### config.mk
export PLATFORM = sky130hd
export DESIGN_NAME = cond_unit
export DESIGN_NICKNAME = d
export VERILOG_FILES = /design/src/rtl/cond_unit.sv
export SDC_FILE = /design/constraint.sdc
export NUM_CORES = 1
export LEC_CHECK = 0
export ABC_AREA = 1
export CAP_MARGIN = 20
export CORE_MARGIN = 5
export CORE_UTILIZATION = 36
export DETAILED_ROUTE_END_ITERATION = 16
export PLACE_DENSITY = 0.81
export SLEW_MARGIN = 0
export SYNTH_ARGS = -nofsm -noshare
export SYNTH_HDL_FRONTEND = slang
export SYNTH_SLANG_ARGS = --single-unit
### constraint.sdc
create_clock -name clk -period 1.2 [get_ports clk]
set_input_delay 0.18 -clock clk [delete_from_list [all_inputs] [get_ports clk]]
set_output_delay 0.18 -clock clk [all_outputs]
set_load 0.05 [all_outputs]
### src/rtl/cond_unit.sv
// cond_unit: holds the architectural NZCV flags, evaluates the ARM condition
// field of the instruction in execute against them, and registers the
// condition-gated write enables into the writeback pipeline slot.
// A flag update becomes visible to the very next instruction's condition check,
// so a compare followed directly by a conditional op needs no bubble.
module cond_unit #(
  parameter logic [3:0] RESET_FLAGS = 4'b0000
) (
  input  logic       clk,
  input  logic       reset,
  input  logic       in_valid,
  input  logic [3:0] cond,
  input  logic [1:0] flag_w,
  input  logic [3:0] alu_nzcv,
  input  logic       pcs,
  input  logic       reg_w,
  input  logic       mem_w,
  input  logic       no_write,
  input  logic       stall,
  input  logic       flush,
  output logic       cond_ex,
  output logic [3:0] flags,
  output logic       wb_valid,
  output logic       wb_pcs,
  output logic       wb_reg_w,
  output logic       wb_mem_w
);

  // Full 16-way ARM condition decode against an {N,Z,C,V} value.
  // Code 4'b1111 is the "never" encoding and falls through to the default.
  function automatic logic cond_decode(input logic [3:0] code, input logic [3:0] nzcv);
    logic n;
    logic z;
    logic c;
    logic v;
    logic pass;
    n = nzcv[3];
    z = nzcv[2];
    c = nzcv[1];
    v = nzcv[0];
    case (code)
      4'b0000: pass = z;                       // EQ
      4'b0001: pass = ~z;                      // NE
      4'b0010: pass = c;                       // CS
      4'b0011: pass = ~c;                      // CC
      4'b0100: pass = n;                       // MI
      4'b0101: pass = ~n;                      // PL
      4'b0110: pass = v;                       // VS
      4'b0111: pass = ~v;                      // VC
      4'b1000: pass = c & ~z;                  // HI
      4'b1001: pass = ~c | z;                  // LS
      4'b1010: pass = (n == v);                // GE
      4'b1011: pass = (n != v);                // LT
      4'b1100: pass = ~z & (n == v);           // GT
      4'b1101: pass = z | (n != v);            // LE
      4'b1110: pass = 1'b1;                    // AL
      default: pass = 1'b0;                    // never
    endcase
    return pass;
  endfunction

  logic [3:0] flags_r;
  logic [3:0] flags_nxt_s;
  logic       cond_pass_s;
  logic       acc_s;
  logic       wb_load_s;
  logic       wb_valid_r;
  logic       wb_pcs_r;
  logic       wb_reg_w_r;
  logic       wb_mem_w_r;
  logic       wb_valid_nxt_s;
  logic       wb_pcs_nxt_s;
  logic       wb_reg_w_nxt_s;
  logic       wb_mem_w_nxt_s;

  // The condition is judged from the committed flags, never from alu_nzcv.
  assign cond_pass_s = cond_decode(cond, flags_r);
  assign cond_ex     = cond_pass_s;

  // An instruction is accepted only when live, passing, and neither held nor killed.
  assign acc_s     = in_valid & cond_pass_s & ~stall & ~flush;
  // Flush overrides stall so a killed instruction always clears the wb slot.
  assign wb_load_s = flush | ~stall;

  // Masked flag update: N,Z and C,V halves load independently on accept.
  always_comb begin
    flags_nxt_s = flags_r;
    if (acc_s) begin
      if (flag_w[1]) begin
        flags_nxt_s[3:2] = alu_nzcv[3:2];
      end else begin
        flags_nxt_s[3:2] = flags_r[3:2];
      end
      if (flag_w[0]) begin
        flags_nxt_s[1:0] = alu_nzcv[1:0];
      end else begin
        flags_nxt_s[1:0] = flags_r[1:0];
      end
    end else begin
      flags_nxt_s = flags_r;
    end
  end

  // Flags register; reset wins over any accepted update on the same edge.
  always_ff @(posedge clk) begin
    if (reset) begin
      flags_r <= RESET_FLAGS;
    end else begin
      flags_r <= flags_nxt_s;
    end
  end

  // Next writeback slot contents: gated enables when loading, otherwise hold.
  always_comb begin
    wb_valid_nxt_s = wb_valid_r;
    wb_pcs_nxt_s   = wb_pcs_r;
    wb_reg_w_nxt_s = wb_reg_w_r;
    wb_mem_w_nxt_s = wb_mem_w_r;
    if (wb_load_s) begin
      wb_valid_nxt_s = in_valid & ~flush;
      wb_pcs_nxt_s   = acc_s & pcs;
      wb_reg_w_nxt_s = acc_s & reg_w & ~no_write;
      wb_mem_w_nxt_s = acc_s & mem_w;
    end else begin
      wb_valid_nxt_s = wb_valid_r;
      wb_pcs_nxt_s   = wb_pcs_r;
      wb_reg_w_nxt_s = wb_reg_w_r;
      wb_mem_w_nxt_s = wb_mem_w_r;
    end
  end

  // Writeback pipeline register.
  always_ff @(posedge clk) begin
    if (reset) begin
      wb_valid_r <= 1'b0;
      wb_pcs_r   <= 1'b0;
      wb_reg_w_r <= 1'b0;
      wb_mem_w_r <= 1'b0;
    end else begin
      wb_valid_r <= wb_valid_nxt_s;
      wb_pcs_r   <= wb_pcs_nxt_s;
      wb_reg_w_r <= wb_reg_w_nxt_s;
      wb_mem_w_r <= wb_mem_w_nxt_s;
    end
  end

  assign flags    = flags_r;
  assign wb_valid = wb_valid_r;
  assign wb_pcs   = wb_pcs_r;
  assign wb_reg_w = wb_reg_w_r;
  assign wb_mem_w = wb_mem_w_r;

endmodule

Word level (Yosys, flattened, before mapping)
Index checks and enable logic that the tools add are counted.
W data, S select, Z words.
{ "totals": {"inputBits": 19, "word_cells": 46, "ff_bits": 8} }
{ "classes": {"n_mux": 1, "n_bitwise": 20, "eq_ne": 16, "n_reduce_logical": 3} }
{ "op_table": {"columns": ["op", "count"], "rows": [
  ["$eq A4 B4 Y1 const B", 7],
  ["$eq A4 B3 Y1 const B", 4],
  ["$pmux W1 S15", 1],
  ["$and A1 B1 Y1", 10],
  ["$eq A4 B2 Y1 const B", 2],
  ["$not A1 Y1", 7],
  ["$eq A4 B1 Y1 const B", 1],
  ["$logic_not A4 Y1", 1],
  ["$reduce_and A2 Y1", 2],
  ["$or A1 B1 Y1", 3],
  ["$eq A1 B1 Y1", 1],
  ["$ne A1 B1 Y1", 1]
]} }

Logic depth before layout (Yosys ltp)
{ "depth": {"word_depth": 8, "mapped_depth": 12, "mapped_depth_nobuf": 12} }

Worst setup path after synthesis
OpenSTA, ideal clock, no wires.
{ "synth_timing": {"path_kind": "reg-to-reg", "startpoint": "reg flags_r[3] (netlist: flags[3])", "endpoint": "reg flags_r[3] (netlist: flags[3])", "arrival_time_ps": 1628, "slack_ps": -537, "setup_ps": 109, "path_stages_with_launch": 12, "path_cell_list": "dfxtp_1 inv_1 nand2_1 nand3_1 nand3_1 nand2_1 nor2_4 nand2_8 nand3_2 nand2_1 inv_2 nor2_2"} }
{ "synth_between": {"elab_chain_len": 7} }
{ "synth_rtl": {"columns": ["item", "line", "rtl"], "rows": [
  ["start: declaration", "62", "logic [3:0] flags_r;"],
  ["start signal: assignment", "109", "flags_r <= flags_nxt_s;"],
  ["$ne A1 B1 Y1 or $eq A1 B1 Y1 (tied branches)", null, null],
  ["$or A1 B1 Y1 or $and A1 B1 Y1 (tied branches)", "55, 54", null],
  ["$pmux W1 S15 *", "41", "case (code)"],
  ["via cond_ex", "21", "output logic cond_ex,"],
  ["$and A1 B1 Y1 * (3 in a row)", "81", "assign acc_s = in_valid & cond_pass_s & ~stall & ~flush;"],
  ["$reduce_and A2 Y1 (no line) *", null, null]
]} }
The timed path passes the listed nets; every way through them passes the cells marked *.
A chain may end at the register's enable or synchronous reset.

Worst setup path after layout
{ "layout_timing": {"startpoint": "reg flags_r[3] (netlist: flags[3])", "endpoint": "out cond_ex"} }
{ "layout_between": {"elab_chain_len": 3} }
{ "layout_rtl": {"columns": ["item", "line"], "rows": [
  ["$ne A1 B1 Y1 or $eq A1 B1 Y1 (tied branches)", null],
  ["$or A1 B1 Y1 or $and A1 B1 Y1 (tied branches)", "55, 54"],
  ["$pmux W1 S15 *", "41"],
  ["end: declaration", "21"]
]} }
Mark *: on every way between the ends. The rest lies on a longest branch, timed or not.

==> qor.csv <==
stage,metric,value,unit
outcome,run status,finished with violations,
outcome,failing checks,setup timing,
synthesis,"Avg Cell Area, Syn",5.98,um2
critical_path,Worst R2R Path Depth,11,
cells_and_area,most frequent cells in the layout,"23 x nand2_1, 16 x buf_4, 14 x clkdlybuf4s50_1",
critical_path,crit path launch type,register,
clock_network,CTS max path bufs,2,
floorplan,Die W,51.6,um
critical_path,CP Capture Point,cond_ex,
clock_network,clock sink count,8,
global_route,first-pass GRT wire length,3370,um
placed_design,detailed placement HPWL,1520,um
sta,final hold viol count,0,
sta,RSZ-0062 raised after global routing,true,
routing,DRT Wirelength,2070,um
placed_design,I/O Buffers,27,
synthesis,"Cell Area, Synth",622,um2
critical_path,"slowest stage delay, CP",380,ps
cells_and_area,Layout fillers,134,
cells_and_area,layout cell share with drive strength beyond 1,0.453,
clock_network,CTS tree,yes,
floorplan,die area,2660,um2
synthesis,syn nets,123,
critical_path,CP dominant cell by count,o21ai_2,
critical_path,R2R Path Start,flags[3],
synthesis,share of the synthesized area in the top cell type,0.258,
sta,Worst-Margin Slew,250,ps
routing,DR pass1 iterations,4,
floorplan,die height,51.6,um
sta,Max Clock Freq,0.643,GHz
synthesis,synthesis-stage register bit count,8,
synthesis,"area leader, netlist",dfxtp_1,
cells_and_area,"commonest non-fill, non-tap cell in the layout",nand2_1,
global_route,initial antenna violation count,0,
global_route,largest net degree at the start of global routing,11,
sta,worst hold slack,501,ps
synthesis,ranking of synthesized cells by area,"dfxtp_1 26%, nand2_1 19%, inv_1 8.5%, nand3_1 7.2%, nor2_2 6.0%",
clock_network,Worst-path clk slew,50,ps
sta,setup TNS,-2080,ps
sta,Setup WS post-layout,-356,ps
power_and_ir_drop,maximum VDD drop,0.664,mV
clock_network,root buffer cell,clkbuf_4,
synthesis,Ys Warns,0,
critical_path,Worst Setup SP,flags[3],
cells_and_area,Ant. Diodes,0,
sta,Slew Limit Fails,0,
placed_design,gpl congestion,0.803,
sta,crit path time final,1560,ps
critical_path,CP Data Required Time,1020,ps
cells_and_area,layout overhead on the synthesized area,98.6,%
cells_and_area,nets@finish,171,
floorplan,core area,1690,um2
sta,Setup Skew,1.09,ps
routing,wire length per cell,12.4,um
min_path,Hold Crit Class,register to register,
critical_path,Worst EP arrival,1380,ps
critical_path,crit end category,primary output,
critical_path,critical path class,register to primary output,
floorplan,row count,15,
global_route,vias in the first global route,895,
floorplan,Initial Util,0.368,
critical_path,Reg2Reg Capture Point,flags[1],
critical_path,critical path peak fanout,4,
critical_path,CP max stage cell,dfxtp_4,
routing,Initial DRC Count,14,
synthesis,cells after synthesis,104,
sta,Final Cycle Share,1.30,
routing,Vias/cell,4.99,
clock_network,H-Tree Depth,1,
global_route,Total GRT Usage,0.167,
clock_network,TritonCTS buffer count,3,
sta,Slew headroom,0.833,
synthesis,"Seq/Total Area, Yosys",0.258,
routing,DRC Markers,0,
routing,Routed Antenna Nets,0,
critical_path,Worst R2R Setup Slack,-270,ps
run,Max Cap Violations,0,
critical_path,crit path cell chain,"inv_4, buf_4, o21ai_2, o21ai_2, nor2_4, nand2_8, buf_12",
clock_network,Post-CTS Hold Fix Bufs,0,
floorplan,I/O Pins,28,
power_and_ir_drop,leakage,0.565,nW
routing,Vias,833,
power_and_ir_drop,P per Cell Area,652,nW/um2
synthesis,post-synth cell types,20,
sta,Setup Viol. Count Final,8,
global_route,GR Overflow Total,0,
clock_network,clock latency on the worst-skew pair,250,ps
==> cell usage after synthesis <==
cell,count
o21ai_1,1
nand2_1,31
nand3_2,2
nor2_2,6
inv_1,14
nand2_2,1
dfxtp_1,8
nor2_1,8
nand3_1,9
o21ai_2,1
nand2_8,1
a21oi_1,4
clkinv_1,2
nor2_4,1
a21oi_2,1
inv_2,6
nand4_1,4
nor3b_1,1
nor3_1,2
a21boi_1,1
==> layer usage <==
| metal | vias to the layer above | global-route usage | part of all wire |
|---|---|---|---|
| met1 | 376 | 0.150 | 0.37 |
| met2 | 33 | 0.322 | 0.52 |
| li1 | 415 | - | - |
| met4 | 0 | 0.122 | 0.043 |
| met5 | - | 0 | 0 |
| met3 | 9 | 0.0372 | 0.075 |
==> repair_timing <==
item | CTS | global route
resized for setup | 16 | 8
endpoints found under the setup margin | 8 | 8
gates cloned | 0 | 0
setup buffers | 4 | 0
hold endpoints to repair | 0 | 0
pin swaps | 6 | 5
==> through the flow <==
stage          instance area (um2)  setup slack (ps)  power [mW]  cells  utilization
3_3_place_gp                  1110              -573       0.569    160        0.659
5_1_grt                       1230              -416       0.850    167        0.731
6_report                      1230              -356       0.805    167        0.731
4_1_cts                       1200              -356       0.799    167        0.713
2_1_floorplan                  642              -204       0.419    104            -
3_5_place_dp                  1110              -636       0.577    160        0.659
==> kinds of logic (layout without fill, tap and decap cells) <==
group | after synthesis | after routing | share of synthesized area
simple gates | 66 | 66 | 0.529
flops | 8 | 8 | 0.258
buf+inv | 22 | 68 | 0.133
compound gates | 8 | 8 | 0.0805
==> critical path: cells and delay by family (launching register included) <==
family | cells | cell delay [ps]
AO/OA/AOI/OAI | 2 | 210
buffers and inverters | 3 | 320
flip-flops | 1 | 380
AND/OR/NAND/NOR | 2 | 210
==> power breakdown <==
group | switching (mW) | total [mW] | internal, mW
Sequential | 0.00759 | 0.273 | 0.265
Combinational | 0.171 | 0.331 | 0.159
Clock | 0.0879 | 0.202 | 0.114
Total | 0.267 | 0.805 | 0.539
==> flip-flops by register name (all words and copies together) (netlist names) <==
name / flops
wb_reg_w: 1
flags: 4
wb_mem_w: 1
wb_pcs: 1
wb_valid: 1
==> worst min path at each step <==
stage                   from        to  slack, ps  cells after the start
finish              wb_valid  wb_valid        500                      2
global route        wb_mem_w  wb_mem_w        530                      2
CTS                 wb_valid  wb_valid        500                      2
detailed placement  wb_mem_w  wb_mem_w        490                      2
global placement    wb_valid  wb_valid        480                      2
floorplan              reset  wb_mem_w        250                      1
==> layout make-up <==
class	instances	area [um2]	share of cell area
tap	17	21.3	0.0172
multi-input combinational	74	453	0.367
sequential	8	175	0.142
inverter	22	87.6	0.0709
timing repair buffer	43	475	0.385
clock buffer	3	22.5	0.0182
(Power assumes the default switching activity.)
==> RTL edit 1: new RTL, same settings <==
Register the output `flags` once more, cleared by the reset; this adds one clock of latency there. The other outputs are not delayed to match.
--- a/src/rtl/cond_unit.sv
+++ b/src/rtl/cond_unit.sv
@@ -144,7 +144,13 @@
     end
   end
 
-  assign flags    = flags_r;
+  always_ff @(posedge clk) begin
+    if (reset) begin
+      flags <= '0;
+    end else begin
+      flags <= flags_r;
+    end
+  end
   assign wb_valid = wb_valid_r;
   assign wb_pcs   = wb_pcs_r;
   assign wb_reg_w = wb_reg_w_r;
Behaviour: not the same (a bounded check fails within 4 cycles, from zero or initial values and one cycle with reset high).
==> RTL edit 1 against the original RTL <==
The run still ends with setup timing left. Clock skew is 0.0015 ns higher. Non-clock buffer count is 4 lower. Design area is 4.9% higher. Combinational power is 8.5% lower. Fmax is 2.0% lower. Total power is 28% higher. Area after synthesis is 21% higher. Setup slack worse by 0.032 ns. Sequential cell count is 4 higher. Synthesized cell count is 8.7% higher. Via count is 2.8% higher. Routed wire length is 0.82% higher. Largest cell class unchanged. Largest power group is now registers. Highest routed layer unchanged.
==> RTL edit 1: results (changes against the original RTL) <==
via count 856 (+2.8%); 1st-iter DRT viols 11 (-3); Total Nets Final 175 (+2.3%); WP data arrival 1.41 ns (+0.03 ns); vias in the first global route 834 (-6.8%); peak fanout along the critical path 3 (-1); setup_tns -1.99 ns (+0.0877 ns); HPWL after DPL 1.57 mm (+3.4%); status complete, but fails checks; dpl cell area 0.00120 mm² (+7.4%); clock skew 0.00256 ns (+0.00147 ns); Max VDD drop 0.000853 V (+28%); sequential fraction of the synthesis area 32.1% (+6.3 points); Switching Share 29.0% (-4.1 points); prevailing post-synth register cell dfxtp_1; CTS clk-pin slew, worst paths 0.07 ns (+0.02 ns); Slew @ Worst Pin 0.287 ns (+0.0374 ns); Syn Nets 132 (+7.3%); startpoint of the worst hold path mem_w; final setup fails 8 (unchanged); Cells after DPL 173 (+8.1%); share of cells above drive strength 1 36.1% (-9.2 points); LEAKAGE 0.598 nW (+5.9%); first-pass GRT wire length 3.26 mm (-3.5%); Distinct cells, synth 21 (+5.0%); worst hold path class primary input to flop; failing checks setup timing; synth top area cells dfxtp_1, nand2_1, inv_1; WL per Instance 11.5 µm (-7.5%); clock latency on the worst-skew pair 0.27 ns (+0.02 ns); final RePlAce weighted congestion 0.856 (+6.6%); Worst R2R Start flags_r[0]$_SDFFE_PP0P_; list of most frequent post-synthesis cells nand2_1, inv_1, dfxtp_1; PnR worst setup slack -0.388 ns (-0.0316 ns); DRT Wirelength 2.09 mm (+0.82%); GRT Overall Usage 12.8% (-4.0 points); Post-Synthesis Cells 113 (+8.7%)
## RTL edit 1: through the flow
stage / setup slack, ns / util [%] / power (W)
after global routing: -0.483 / 65.3 / 0.00108
after CTS: -0.343 / 63.0 / 0.00102
after floorplan: -0.115 / - / 0.000556
after global placement: -0.556 / 60.4 / 0.000694
after detailed placement: -0.587 / 60.4 / 0.000700
final: -0.388 / 65.3 / 0.00103
## RTL edit 1: worst paths after layout
path,endpoint,slack (ns),cells after the start
setup / recovery,cond_ex,-0.39,9
hold / removal,wb_mem_w$_SDFFE_PP0P_,0.49,3
setup reg to reg,flags_r[0]$_SDFFE_PP0P_,-0.28,13
hold reg to reg,wb_valid$_SDFFE_PP0P_,0.50,2
## RTL edit 1: cells by family after synthesis
family	synth area share, %
compound gates	6.68
buf+inv	13.4
flops	32.1
simple gates	47.9
## RTL edit 1: cell type report
cell class	instances	area, µm²
clock buffer	4	36.3
fill	169	687
inverter	22	92.6
multi-input combinational	78	438
sequential	12	249
tap	27	33.8
timing repair buffer	39	445
## RTL edit 1: timing repair
action	in CTS	in global routing
cloned	0	0
buffers inserted	2	3
endpoints found under the setup margin	8	8
gates resized for setup	6	8
pin swaps	3	4
## RTL edit 1: power by group through the flow
stage | Clock [W] | Combinational [W] | Sequential (W)
after floorplan | 0 | 0.000124 | 0.000432
after global placement | 0 | 0.000273 | 0.000421
after global routing | 0.000344 | 0.000326 | 0.000412
after CTS | 0.000325 | 0.000286 | 0.000412
final | 0.000319 | 0.000303 | 0.000411
after detailed placement | 0 | 0.000279 | 0.000421
## RTL edit 1: worst max-delay path, stage by stage (launching register included)
cell and delay (ns):
dfxtp_4 0.37, inv_4 0.08, nand2_4 0.06, nand3_2 0.07
nand2_2 0.06, nand2_2 0.07, nand2_1 0.06, nor2_2 0.13
nand2_4 0.09, buf_12 0.15
## RTL edit 1: routing by layer
metal / vias up / wire length, µm / track usage, % / part of all wire, %
li1: 433 / - / - / -
met4: 0 / 78 / 4.86 / 3.7
met2: 38 / 1110 / 24.5 / 53
met5: - / 0 / 0 / 0
met3: 10 / 169 / 5.80 / 8.1
met1: 375 / 733 / 11.5 / 35
==> RTL edit 2: new RTL, same settings <==
Without the edit above. Make the reset (`reset`) asynchronous in 2 clocked blocks.
--- a/src/rtl/cond_unit.sv
+++ b/src/rtl/cond_unit.sv
@@ -102,7 +102,7 @@
   end
 
   // Flags register; reset wins over any accepted update on the same edge.
-  always_ff @(posedge clk) begin
+  always_ff @(posedge clk or posedge reset) begin
     if (reset) begin
       flags_r <= RESET_FLAGS;
     end else begin
@@ -130,7 +130,7 @@
   end
 
   // Writeback pipeline register.
-  always_ff @(posedge clk) begin
+  always_ff @(posedge clk or posedge reset) begin
     if (reset) begin
       wb_valid_r <= 1'b0;
       wb_pcs_r   <= 1'b0;
Behaviour: differs if reset is asserted again (counterexample within 4 cycles, from zero or initial values and one cycle with reset high); with reset held inactive, the same outputs for 10 cycles.
==> RTL edit 2 against the original RTL <==
The run still ends with setup timing left. Setup slack got worse by 0.022 ns. Sequential cell count unchanged. Count of clock-buffer cells in the layout did not move. Sequential share of layout area is 4.4 points higher. Global-route usage down 1.6 points. Critical path depth grew 2. Routed wire length decreased by 13%. Design area is 11% lower. Synthesized cell count down 13%. Via count decreased by 8.3%. Clock skew is 0.0016 ns higher. Area after synthesis decreased by 3.6%. Highest routed layer unchanged.
Power is not compared: it rests on default switching activity, and its combinational part moved more than twofold at a synthesized area within 25%.
==> RTL edit 2: results (changes against the original RTL) <==
PnR worst setup slack -0.377 ns (-0.0215 ns); dpl cell area 0.00107 mm² (-3.7%); prevailing post-synth register cell dfrtp_1; final setup fails 8 (unchanged); Post-synth EDFFs 0 (unchanged); peak fanout along the critical path 4 (unchanged); DRT Wirelength 1.81 mm (-13%); Worst R2R Start flags[3]$_DFFE_PP0P_; Worst slew margin 79.9% (-3.4 points); WHS 0.161 ns (-0.340 ns); global routing met2 resource utilization 28.9% (-3.3 points); GRT Overall Usage 15.2% (-1.6 points); first-pass GRT wire length 3.10 mm (-8.2%); Place WS -0.624 ns (+0.0121 ns); grt met3 use 2.66% (-1.1 points); Max VDD drop 0.00115 V; final RePlAce weighted congestion 0.948 (+18%); Syn Nets 110 (-11%); sequential fraction of the synthesis area 33.4% (+7.6 points); Top Family by Delay on Critical Path simple AND/OR/NAND/NOR gates; largest net degree at the start of global routing 10 (-1); M1 GR Usage 15.8% (+0.83 points); HPWL after DPL 1.52 mm (+0.25%); vias per cell 5.13 (+2.8%); status complete, but fails checks; share of cells above drive strength 1 35.3% (-10 points); worst hold path class primary input to asynchronous set/reset pin; clock latency on the worst-skew pair 0.26 ns; Max Buffers Root-to-Sink 2 (unchanged); 1st-pass router iterations 4 (unchanged); Avg Cell Area, Syn 6.59 µm² (+10%); Largest stage delay, worst path 0.43 ns (+0.05 ns); synth top area cells dfrtp_1, nand2_1, nand3_1; Distinct cells, synth 18 (-10%); Non-Filler Instances 149 (-11%); vias in the first global route 767 (-14%); 1st-iter DRT viols 19 (+5); Root Driver clkbuf_4; clock skew 0.00270 ns (+0.00161 ns); R2R Path End wb_reg_w$_DFFE_PP0P_; reg-to-reg slack, setup -0.23 ns (+0.04 ns); WP data arrival 1.40 ns (+0.02 ns); FFs w/ async S/R, synth 100% (+100 points); CP max stage cell dfrtp_2; failing checks setup timing; list of most frequent post-synthesis cells nand2_1, nand3_1, inv_1
[RTL edit 2: cell types whose count changed after synthesis, sizes merged, moves of 3 or more]
cell | before | now
inv | 20 | 11
dfxtp | 8 | 0
nor2 | 15 | 8
nand2 | 33 | 38
dfrtp | 0 | 8
nand3 | 11 | 15
a21oi | 5 | 2
[RTL edit 2: metrics by stage]
stage / total power (W) / TNS (ns)
final: 0.00215 / -1.88
after global routing: 0.00226 / -2.60
after CTS: 0.00215 / -1.84
after detailed placement: 0.00190 / -4.54
after global placement: 0.00188 / -4.29
after floorplan: 0.00116 / -2.60
[RTL edit 2: final cells by class]
| cell class | count | area [µm²] |
|---|---|---|
| fillers | 110 | 437 |
| well taps | 16 | 20.0 |
| clock buffers | 3 | 22.5 |
| repair buffers | 40 | 453 |
| multi-input cells | 71 | 363 |
| inverters | 11 | 41.3 |
| flip-flops and latches | 8 | 205 |
[RTL edit 2: worst max-delay path by stage]
| stage | cells after the start | slack, ns | endpoint | from |
|---|---|---|---|---|
| after floorplan | 9 | -0.36 | flags[0]$_DFFE_PP0P_ | flags[3]$_DFFE_PP0P_ |
| after global placement | 9 | -0.59 | cond_ex | cond[0] |
| after global routing | 9 | -0.44 | cond_ex | flags[3]$_DFFE_PP0P_ |
| final | 9 | -0.38 | cond_ex | flags[3]$_DFFE_PP0P_ |
| after CTS | 9 | -0.37 | cond_ex | flags[3]$_DFFE_PP0P_ |
| after detailed placement | 9 | -0.62 | cond_ex | cond[0] |
[RTL edit 2: worst reg2reg max path: stages, from the launching register on]
cell and delay [ns]:
dfrtp_2 0.43, inv_2 0.08, nand2_2 0.06, nand2_2 0.08, nand2_2 0.06, nand2_1 0.06, nand2_1 0.05, nand2_2 0.08
nand3_4 0.08, buf_4 0.18, nand2_1 0.09, o21ai_1 0.07
[RTL edit 2: what timing repair did]
action                                  in CTS  in global routing
endpoints found under the hold margin        0                  0
buffers inserted                             1                  0
gates resized for setup                      7                  0
pin swaps                                    3                  4
endpoints found under the setup margin       8                  8
hold buffers                                 0                  0
cloned                                       0                  0
[RTL edit 2: logic make-up after synthesis]
group | Yosys count | share of synthesized area [%]
flip-flops | 8 | 33.4
AO/OA/AOI/OAI | 4 | 3.96
buffers and inverters | 12 | 8.14
AND/OR/NAND/NOR | 67 | 54.5
[RTL edit 2: routing by layer]
| layer | up-vias | wire length [µm] |
|---|---|---|
| met2 | 38 | 923 |
| li1 | 380 | - |
| met1 | 341 | 677 |
| met4 | 0 | 42 |
| met3 | 5 | 165 |
| met5 | - | 0 |
[RTL edit 2: report_power, final]
part / leakage [nW] / switching [W] / internal (W) / total, W
Combinational: 0.432 / 0.000780 / 0.000708 / 0.00149
Sequential: 0.100 / 0.0000899 / 0.000356 / 0.000446
Clock: 0.0138 / 0.0000985 / 0.000115 / 0.000213
